$ cat config.mk
export PLATFORM = sky130hd
export DESIGN_NAME = pipeline_control_unit
export DESIGN_NICKNAME = d
export VERILOG_FILES = /design/src/rtl/pipe_ctrl_pkg.sv /design/src/rtl/ctrl_decode.sv /design/src/rtl/pipeline_control_unit.sv
export SDC_FILE = /design/constraint.sdc
export NUM_CORES = 1
export LEC_CHECK = 0
export CORE_MARGIN = 2
export CORE_UTILIZATION = 39
export DETAILED_ROUTE_END_ITERATION = 7
export GPL_TIMING_DRIVEN = 0
export PLACE_DENSITY = 0.74
export SLEW_MARGIN = 15
export SYNTH_ARGS = -nofsm -noshare
export SYNTH_HDL_FRONTEND = slang
export SYNTH_SLANG_ARGS = --single-unit
$ cat constraint.sdc
create_clock -name clk -period 1.8 [get_ports clk]
set_clock_uncertainty 0.15 [all_clocks]
set_input_delay 0.27 -clock clk [delete_from_list [all_inputs] [get_ports clk]]
set_output_delay 0.27 -clock clk [all_outputs]
set_load 0.01 [all_outputs]
$ cat src/rtl/pipe_ctrl_pkg.sv
// Shared constants for the pipelined MIPS control unit: opcodes, control bundle
// layout and the bubble value.
package pipe_ctrl_pkg;

   localparam int unsigned OPCODE_W = 6;
   localparam int unsigned CTRL_W   = 10;

   // Opcodes
   localparam logic [OPCODE_W-1:0] OP_RTYPE = 6'b000000;
   localparam logic [OPCODE_W-1:0] OP_J     = 6'b000010;
   localparam logic [OPCODE_W-1:0] OP_BEQ   = 6'b000100;
   localparam logic [OPCODE_W-1:0] OP_BNE   = 6'b000101;
   localparam logic [OPCODE_W-1:0] OP_ADDI  = 6'b001000;
   localparam logic [OPCODE_W-1:0] OP_ANDI  = 6'b001100;
   localparam logic [OPCODE_W-1:0] OP_ORI   = 6'b001101;
   localparam logic [OPCODE_W-1:0] OP_LW    = 6'b100011;
   localparam logic [OPCODE_W-1:0] OP_SW    = 6'b101011;

   // Control bundle bit positions, MSB to LSB
   localparam int unsigned BIT_BRANCH_EQ  = 9;
   localparam int unsigned BIT_BRANCH_NE  = 8;
   localparam int unsigned BIT_ALU_OP_HI  = 7;
   localparam int unsigned BIT_ALU_OP_LO  = 6;
   localparam int unsigned BIT_ALU_SRC    = 5;
   localparam int unsigned BIT_REG_DST    = 4;
   localparam int unsigned BIT_MEM_READ   = 3;
   localparam int unsigned BIT_MEM_WRITE  = 2;
   localparam int unsigned BIT_MEM_TO_REG = 1;
   localparam int unsigned BIT_REG_WRITE  = 0;

   localparam logic [CTRL_W-1:0] BUBBLE = '0;

endpackage

$ cat src/rtl/ctrl_decode.sv
// Combinational opcode decoder: control bundle, jump, illegal flag and whether
// rt is read as a source operand.
// Optional feature macro: PIPE_CTRL_IMM_LOGIC_EN (adds ANDI/ORI decode).
module ctrl_decode
   import pipe_ctrl_pkg::*;
(
   input  logic [OPCODE_W-1:0] opcode,
   output logic [CTRL_W-1:0]   ctrl,
   output logic                jump,
   output logic                illegal,
   output logic                rtIsSource
);

   // Opcode to control bundle; unknown opcodes produce a bubble and flag illegal
   always_comb begin
      ctrl       = BUBBLE;
      jump       = 1'b0;
      illegal    = 1'b0;
      rtIsSource = 1'b0;
      case (opcode)
         OP_RTYPE: begin
            ctrl[BIT_REG_WRITE]               = 1'b1;
            ctrl[BIT_REG_DST]                 = 1'b1;
            ctrl[BIT_ALU_OP_HI:BIT_ALU_OP_LO] = 2'b10;
            rtIsSource                        = 1'b1;
         end
         OP_J: begin
            jump = 1'b1;
         end
         OP_BEQ: begin
            ctrl[BIT_ALU_OP_HI:BIT_ALU_OP_LO] = 2'b01;
            ctrl[BIT_BRANCH_EQ]               = 1'b1;
            rtIsSource                        = 1'b1;
         end
         OP_BNE: begin
            ctrl[BIT_ALU_OP_HI:BIT_ALU_OP_LO] = 2'b01;
            ctrl[BIT_BRANCH_NE]               = 1'b1;
            rtIsSource                        = 1'b1;
         end
         OP_ADDI: begin
            ctrl[BIT_ALU_SRC]   = 1'b1;
            ctrl[BIT_REG_WRITE] = 1'b1;
         end
         OP_LW: begin
            ctrl[BIT_MEM_READ]   = 1'b1;
            ctrl[BIT_MEM_TO_REG] = 1'b1;
            ctrl[BIT_ALU_SRC]    = 1'b1;
            ctrl[BIT_REG_WRITE]  = 1'b1;
         end
         OP_SW: begin
            ctrl[BIT_MEM_WRITE] = 1'b1;
            ctrl[BIT_ALU_SRC]   = 1'b1;
            rtIsSource          = 1'b1;
         end
`ifdef PIPE_CTRL_IMM_LOGIC_EN
         OP_ANDI, OP_ORI: begin
            ctrl[BIT_ALU_SRC]                 = 1'b1;
            ctrl[BIT_REG_WRITE]               = 1'b1;
            ctrl[BIT_ALU_OP_HI:BIT_ALU_OP_LO] = 2'b11;
         end
`else
         OP_ANDI, OP_ORI: begin
            illegal = 1'b1;
         end
`endif
         default: begin
            illegal = 1'b1;
         end
      endcase
   end

endmodule

$ cat src/rtl/pipeline_control_unit.sv
// Pipelined MIPS control unit: decodes the IF/ID opcode, carries the control
// bundle through ID/EX, EX/MEM and MEM/WB, resolves load-use hazards with a
// one-cycle stall plus bubble, applies branch flushes and counts illegal opcodes.
// Optional feature macro: PIPE_CTRL_IMM_LOGIC_EN (handled in ctrl_decode).
module pipeline_control_unit
   import pipe_ctrl_pkg::*;
#(
   parameter int unsigned REG_ADDR_W = 5,
   parameter int unsigned ILL_CNT_W  = 8
) (
   input  logic                  clk,
   input  logic                  reset,
   input  logic [OPCODE_W-1:0]   opcode,
   input  logic                  idValid,
   input  logic [REG_ADDR_W-1:0] ifidRs,
   input  logic [REG_ADDR_W-1:0] ifidRt,
   input  logic                  flush,
   output logic                  stall,
   output logic                  idJump,
   output logic [CTRL_W-1:0]     exCtrl,
   output logic [CTRL_W-1:0]     memCtrl,
   output logic [CTRL_W-1:0]     wbCtrl,
   output logic [REG_ADDR_W-1:0] exRt,
   output logic                  illegalOp,
   output logic [ILL_CNT_W-1:0]  illegalCount
);

   logic [CTRL_W-1:0] decCtrl;
   logic              decJump;
   logic              decIllegal;
   logic              decRtIsSource;
   logic              idLive;
   logic              loadId;
   logic              illegalEvent;

   ctrl_decode u_ctrl_decode (
      .opcode     (opcode),
      .ctrl       (decCtrl),
      .jump       (decJump),
      .illegal    (decIllegal),
      .rtIsSource (decRtIsSource)
   );

   // Hazard detection, jump and ID/EX load qualification
   always_comb begin
      idLive       = idValid & ~flush;
      // Register 0 is not special-cased; a spurious stall on it is harmless
      stall        = ~reset & idLive & exCtrl[BIT_MEM_READ] &
                     ((exRt == ifidRs) | (decRtIsSource & (exRt == ifidRt)));
      idJump       = idLive & decJump;
      loadId       = idLive & ~stall;
      illegalEvent = idLive & decIllegal;
   end

   // Stage registers and saturating illegal-opcode counter
   always_ff @(posedge clk) begin
      if (reset) begin
         exCtrl       <= BUBBLE;
         memCtrl      <= BUBBLE;
         wbCtrl       <= BUBBLE;
         exRt         <= '0;
         illegalOp    <= 1'b0;
         illegalCount <= '0;
      end else begin
         exCtrl  <= loadId ? decCtrl : BUBBLE;
         if (loadId) begin
            exRt <= ifidRt;
         end
         // Later stages never stall; a flush only kills the ID instruction
         memCtrl   <= exCtrl;
         wbCtrl    <= memCtrl;
         illegalOp <= illegalEvent;
         if (illegalEvent && (illegalCount != {ILL_CNT_W{1'b1}})) begin
            illegalCount <= illegalCount + 1'b1;
         end
      end
   end

endmodule

# --- Word-level counts from Yosys, hierarchy flattened ---
# Cells that the tools add are included.
word_totals:
  reg_bits: 44
  inputBits: 20
  elab_cells: 48
  output_inout_bits: 46
classes:
  n_addsub: 1
  eq_ne: 9
  n_reduce_logical: 8
  n_mux: 11
  bitwise: 13
op_table:
  columns: ["operator", "n"]
  rows:
  - ["6-bit by 3-bit equality test with 1-bit output, second input constant", 2]
  - ["6-bit equality test, second input constant", 2]
  - ["5-bit equality test", 2]
  - ["1-bit 2-to-1 mux", 10]
  - ["8-bit by 1-bit adder with 8-bit output, second input constant", 1]
  - ["1-bit bitwise AND", 8]
  - ["8-bit != test, second input constant", 1]
  - ["7-bit OR reduction", 1]
  - ["6-bit by 2-bit equality test with 1-bit output, second input constant", 1]
  - ["6-bit by 4-bit equality test with 1-bit output, second input constant", 1]
  - ["6-bit logical NOT", 1]
  - ["3-bit OR reduction", 2]
  - ["1-bit NOT", 4]
  - ["2-bit one-hot mux with 2 select lines", 1]
  - ["2-bit OR reduction", 2]
  - ["4-bit OR reduction", 1]
  - ["1-bit logical AND", 1]
  - ["1-bit bitwise OR", 1]

# --- Longest topological paths before layout ---
depth:
  ltp_word: 10
  mapped_depth: 6
  mapped_depth_nobuf: 6

# --- Hierarchy ---
# A second synthesis with hierarchy kept.
unflattened:
  cells_unflattened: 177
  hier_area_um2: 1876.8
by_module_without_submodules:
  columns: ["mod", "area_each_um2", "seq_area_each_um2", "cells_each", "n_inst"]
  rows:
  - ["pipeline_control_unit", 1662.8, 880.8, 148, 1]
  - ["ctrl_decode", 214.0, 0.0, 29, 1]

# --- Worst setup path after synthesis ---
# OpenSTA, ideal clock, no wires.
synth_timing:
  path_kind: "input to output"
  from: "input opcode[2]"
  to: "output stall"
  path_buffers: 0
  t_required_ns: 1.380
  arrival_ns: 1.480
  path_stages: 5
  path_slack_ns: -0.100
  path_cell_list: "and4b_4 a22oi_2 a2111oi_4 a22oi_1 nor3b_1"
synth_via:
  elab_chain_cells: 6
  elab_cells_between_ends: 9
  classes_between: "eq/ne: 3; mux: 1; bitwise: 3; reduce/logical: 2"
synth_lines:
  columns: ["element", "line", "source"]
  rows:
  - ["start, declared", "pipeline_control_unit.sv:13", "input logic [OPCODE_W-1:0] opcode,"]
  - ["6-bit by 3-bit equality test with 1-bit output, or another cell as far along", "ctrl_decode.sv:20", "case (opcode)"]
  - ["4-bit OR reduction (no line) *", null, null]
  - ["1-bit 2-to-1 mux *", "ctrl_decode.sv:20", null]
  - ["1-bit bitwise AND *", "pipeline_control_unit.sv:49", "((exRt == ifidRs) | (decRtIsSource & (exRt == ifidRt)));"]
  - ["1-bit bitwise OR *", "pipeline_control_unit.sv:49", null]
  - ["1-bit bitwise AND *", "pipeline_control_unit.sv:48", "stall = ~reset & idLive & exCtrl[BIT_MEM_READ] &"]
  - ["end, declared", "pipeline_control_unit.sv:18", "output logic stall,"]
# Every way passes the cells marked *; elsewhere a longest branch is shown, timed or not.

# --- Final worst setup path ---
layout_timing:
  from: "register exRt[1]"
  to: "output stall"
layout_via:
  elab_chain_cells: 4
  elab_cells_between_ends: 5
  classes_between: "eq/ne: 2; bitwise: 3"
layout_lines:
  columns: ["element", "line", "source"]
  rows:
  - ["start, declared", "pipeline_control_unit.sv:23", "output logic [REG_ADDR_W-1:0] exRt,"]
  - ["start signal, assigned", "pipeline_control_unit.sv:67", "exRt <= ifidRt;"]
  - ["5-bit equality test", "pipeline_control_unit.sv:49", null]
  - ["1-bit bitwise AND", "pipeline_control_unit.sv:49", null]
  - ["1-bit bitwise OR *", "pipeline_control_unit.sv:49", null]
  - ["1-bit bitwise AND *", "pipeline_control_unit.sv:48", null]
# Marks and branches as above.

==> impl_metrics.env <==
export IMPL_p_sw_w=0.000422
export IMPL_gr_total_overflow=0
export IMPL_vias=1504
export IMPL_leakage_nw=1.05
export IMPL_power_density_nw_per_um2=688
export IMPL_cts_root_buf="clkbuf_8"
export IMPL_internal_power_w=0.00143
export IMPL_start_util_pct=39.7
export IMPL_first_pass_iters=4
export IMPL_violations="negative setup slack"
export IMPL_p_clk_share_pct=37.9
export IMPL_required_ps=1380
export IMPL_postSynthNetCount=193
export IMPL_nets=274
export IMPL_clock_sinks=41
export IMPL_n_fill_cell=356
export IMPL_ys_seq_elements=41
export IMPL_crit_type="reg2out"
export IMPL_finalSetupViolations=7
export IMPL_slowest_delay_ps=390
export IMPL_routed_wl_um=4080
export IMPL_cts_tree="built"
export IMPL_synth_area_leaders="dfxtp_1 48%, nor2b_1 7.0%, nand2b_1 4.8%"
export IMPL_regArea_sq_um=833
export IMPL_worstPathArrival_ps=1690
export IMPL_drtIter0Drc=57
export IMPL_rsz0062_at_grt="true"
export IMPL_grt_max_degree=13
export IMPL_h_tree_depth=2
export IMPL_cp_end_kind="output pin"
export IMPL_cp_cell_sequence="inv_2 > o22ai_4 > a2111oi_4 > a22oi_2 > nor3b_2 > buf_2"
export IMPL_synth_most_common_cell="dfxtp_1"
export IMPL_switching_share_pct=22.8
export IMPL_core_sq_um=4290
export IMPL_first_global_vias=1458
export IMPL_worst_pin_slew_ps=430
export IMPL_netlist_cell_type_count=39
export IMPL_ys_flop_type="dfxtp_1"
export IMPL_area_delta_synth_final_pct=57.8
export IMPL_die_x_um=70.2
export IMPL_startpoint_type="register"
export IMPL_die_h_um=70.2
export IMPL_diodes=0
export IMPL_cp_top_family="compound AO/OA/AOI/OAI gates"
export IMPL_drt_drc_violations_left=0
export IMPL_min_period_ps=2110
export IMPL_r2r_cells=6
export IMPL_slowest_stage="a2111oi_4"
export IMPL_path_max_fanout=2
export IMPL_rows=24
export IMPL_comb_power_share_pct=11.8
export IMPL_cts_buffers=5
export IMPL_grtUsageTotal_pct=16.4
export IMPL_antenna_found_initial=0
export IMPL_drtAntennaViolNets=0
export IMPL_multi_input_area_sq_um=930
export IMPL_crit_buf_inv=2
export IMPL_setup_tns_ps=-789
export IMPL_irDropWorstVdd_v=0.000301
export IMPL_clk_pin_slew_ps=70
export IMPL_viasPerCell=4.93
export IMPL_syn_area_sq_um=1710
export IMPL_min_period_over_period_pct=117
export IMPL_die_area_sq_um=4920
export IMPL_fmaxAchievable_mhz=475
export IMPL_ys_seq_area_share_pct=48.1
export IMPL_clock_latency_ps=290
export IMPL_wl_per_cell_um=13.4
export IMPL_holdWs_ps=124
export IMPL_synthArstFlopShare_pct=0
export IMPL_pin_count=66
export IMPL_dp_hpwl_um=2790
export IMPL_gp_congestion=0.831
export IMPL_sequentialPowerShare_pct=50.3
export IMPL_status="complete, but fails checks"
export IMPL_post_synth_top_area_fraction_pct=48.1
export IMPL_synth_area_leader_cell="dfxtp_1"
export IMPL_drv_slew=0
export IMPL_ys_top_cells_by_count="41 x dfxtp_1, 19 x nor2b_1, 13 x nand2b_1"
export IMPL_drive_gt1_share_pct=24.1
export IMPL_synth_area_per_cell_sq_um=9.92
export IMPL_synth_warnings=0
export IMPL_io_buffer_count=65
export IMPL_postSynthCellCount=172
export IMPL_setup_slack_ps=-307
export IMPL_place_ws_ps=-1090
export IMPL_min_path_cells=2
export IMPL_synth_enable_flop_cells=0
export IMPL_crit_cells=6
export IMPL_max_slew_margin_pct=71.3
export IMPL_cts_hold_buf=0
export IMPL_clockBufferDepth=2
export IMPL_drv_cap=0
export IMPL_grt_pass1_wl_um=6520
export IMPL_hold_path_class="in2reg"
export IMPL_finalHoldViolCount=0
[repair_timing]
action	4_1_cts	5_1_grt
cloned	0	2
buffers inserted	5	2
endpoints found under the setup margin	23	21
pin swaps	8	3
resized for setup	46	19
[registers in the layout, summed over array words and instances (netlist names)]
register,count
illegalCount,8
memCtrl,9
exRt,5
exCtrl,9
wbCtrl,9
illegalOp,1
[through the flow]
| step | instance area [sq um] | power [W] | util (%) | std cells |
|---|---|---|---|---|
| after floorplan | 1710 | 0.00104 | - | 172 |
| after global placement | 2430 | 0.00113 | 56.5 | 289 |
| after detailed placement | 2430 | 0.00113 | 56.5 | 289 |
| after CTS | 2630 | 0.00186 | 61.3 | 301 |
| after global routing | 2690 | 0.00194 | 62.7 | 305 |
| final | 2690 | 0.00185 | 62.7 | 305 |
[power by group through the flow]
stage / clock, W / combinational, W / sequential [W]
2_1_floorplan: 0 / 0.0000836 / 0.000954
3_3_place_gp: 0 / 0.000181 / 0.000951
3_5_place_dp: 0 / 0.000184 / 0.000951
4_1_cts: 0.000721 / 0.000205 / 0.000931
5_1_grt: 0.000766 / 0.000237 / 0.000934
6_report: 0.000702 / 0.000219 / 0.000932
[final timing paths]
kind	to	from	slack, ps
worst min-delay path	exCtrl[9]	opcode[0]	120
worst max register to register	exRt[2]	exRt[4]	-110
worst min register to register	memCtrl[5]	exCtrl[5]	310
worst max-delay path	stall	exRt[1]	-310
[metal layers]
layer	share of wire, %	routed length (um)	up-vias	GRT usage (%)
met4	2.0	83	0	5.98
met5	0	0	-	0
li1	-	-	751	-
met3	5.3	218	9	4.47
met2	49	1990	52	27.6
met1	44	1780	692	20.1
[cell type report]
class	instances	share of cell area (%)
plain buffers	9	2.14
clock buffers	5	2.56
clock inverters	2	1.30
inverters	6	0.836
multi-input cells	116	34.5
flip-flops and latches	41	30.9
well taps	52	2.42
repair buffers	74	25.3
[placed cells by master (no fill, tap or decap), types with 3 or more instances in the layout]
master,count
clkdlybuf4s50_1,52
dfxtp_1,33
nor2b_1,19
nand2b_1,12
buf_4,11
nor2_1,10
o21ai_0,7
mux2i_1,7
dfxtp_2,7
xor2_1,6
buf_2,6
dlygate4sd2_1,6
nand2_1,5
nand3_1,5
clkbuf_8,5
inv_2,3
clkbuf_1,3
inv_1,3
and3_1,3
or3_1,3
and4_1,3
[logic make-up (layout without fill, tap and decap cells)]
group | after synthesis | after routing | synth area share [%]
xor gates and xnor gates | 8 | 8 | 4.11
buffers and inverters | 15 | 96 | 4.47
AOI/OAI and AO/OA | 24 | 24 | 11.7
muxes | 7 | 7 | 4.11
DFF | 41 | 41 | 48.1
adders and majority gates | 1 | 1 | 0.733
and+or+nand+nor | 76 | 76 | 26.8
Power figures use the tool's default switching activity.
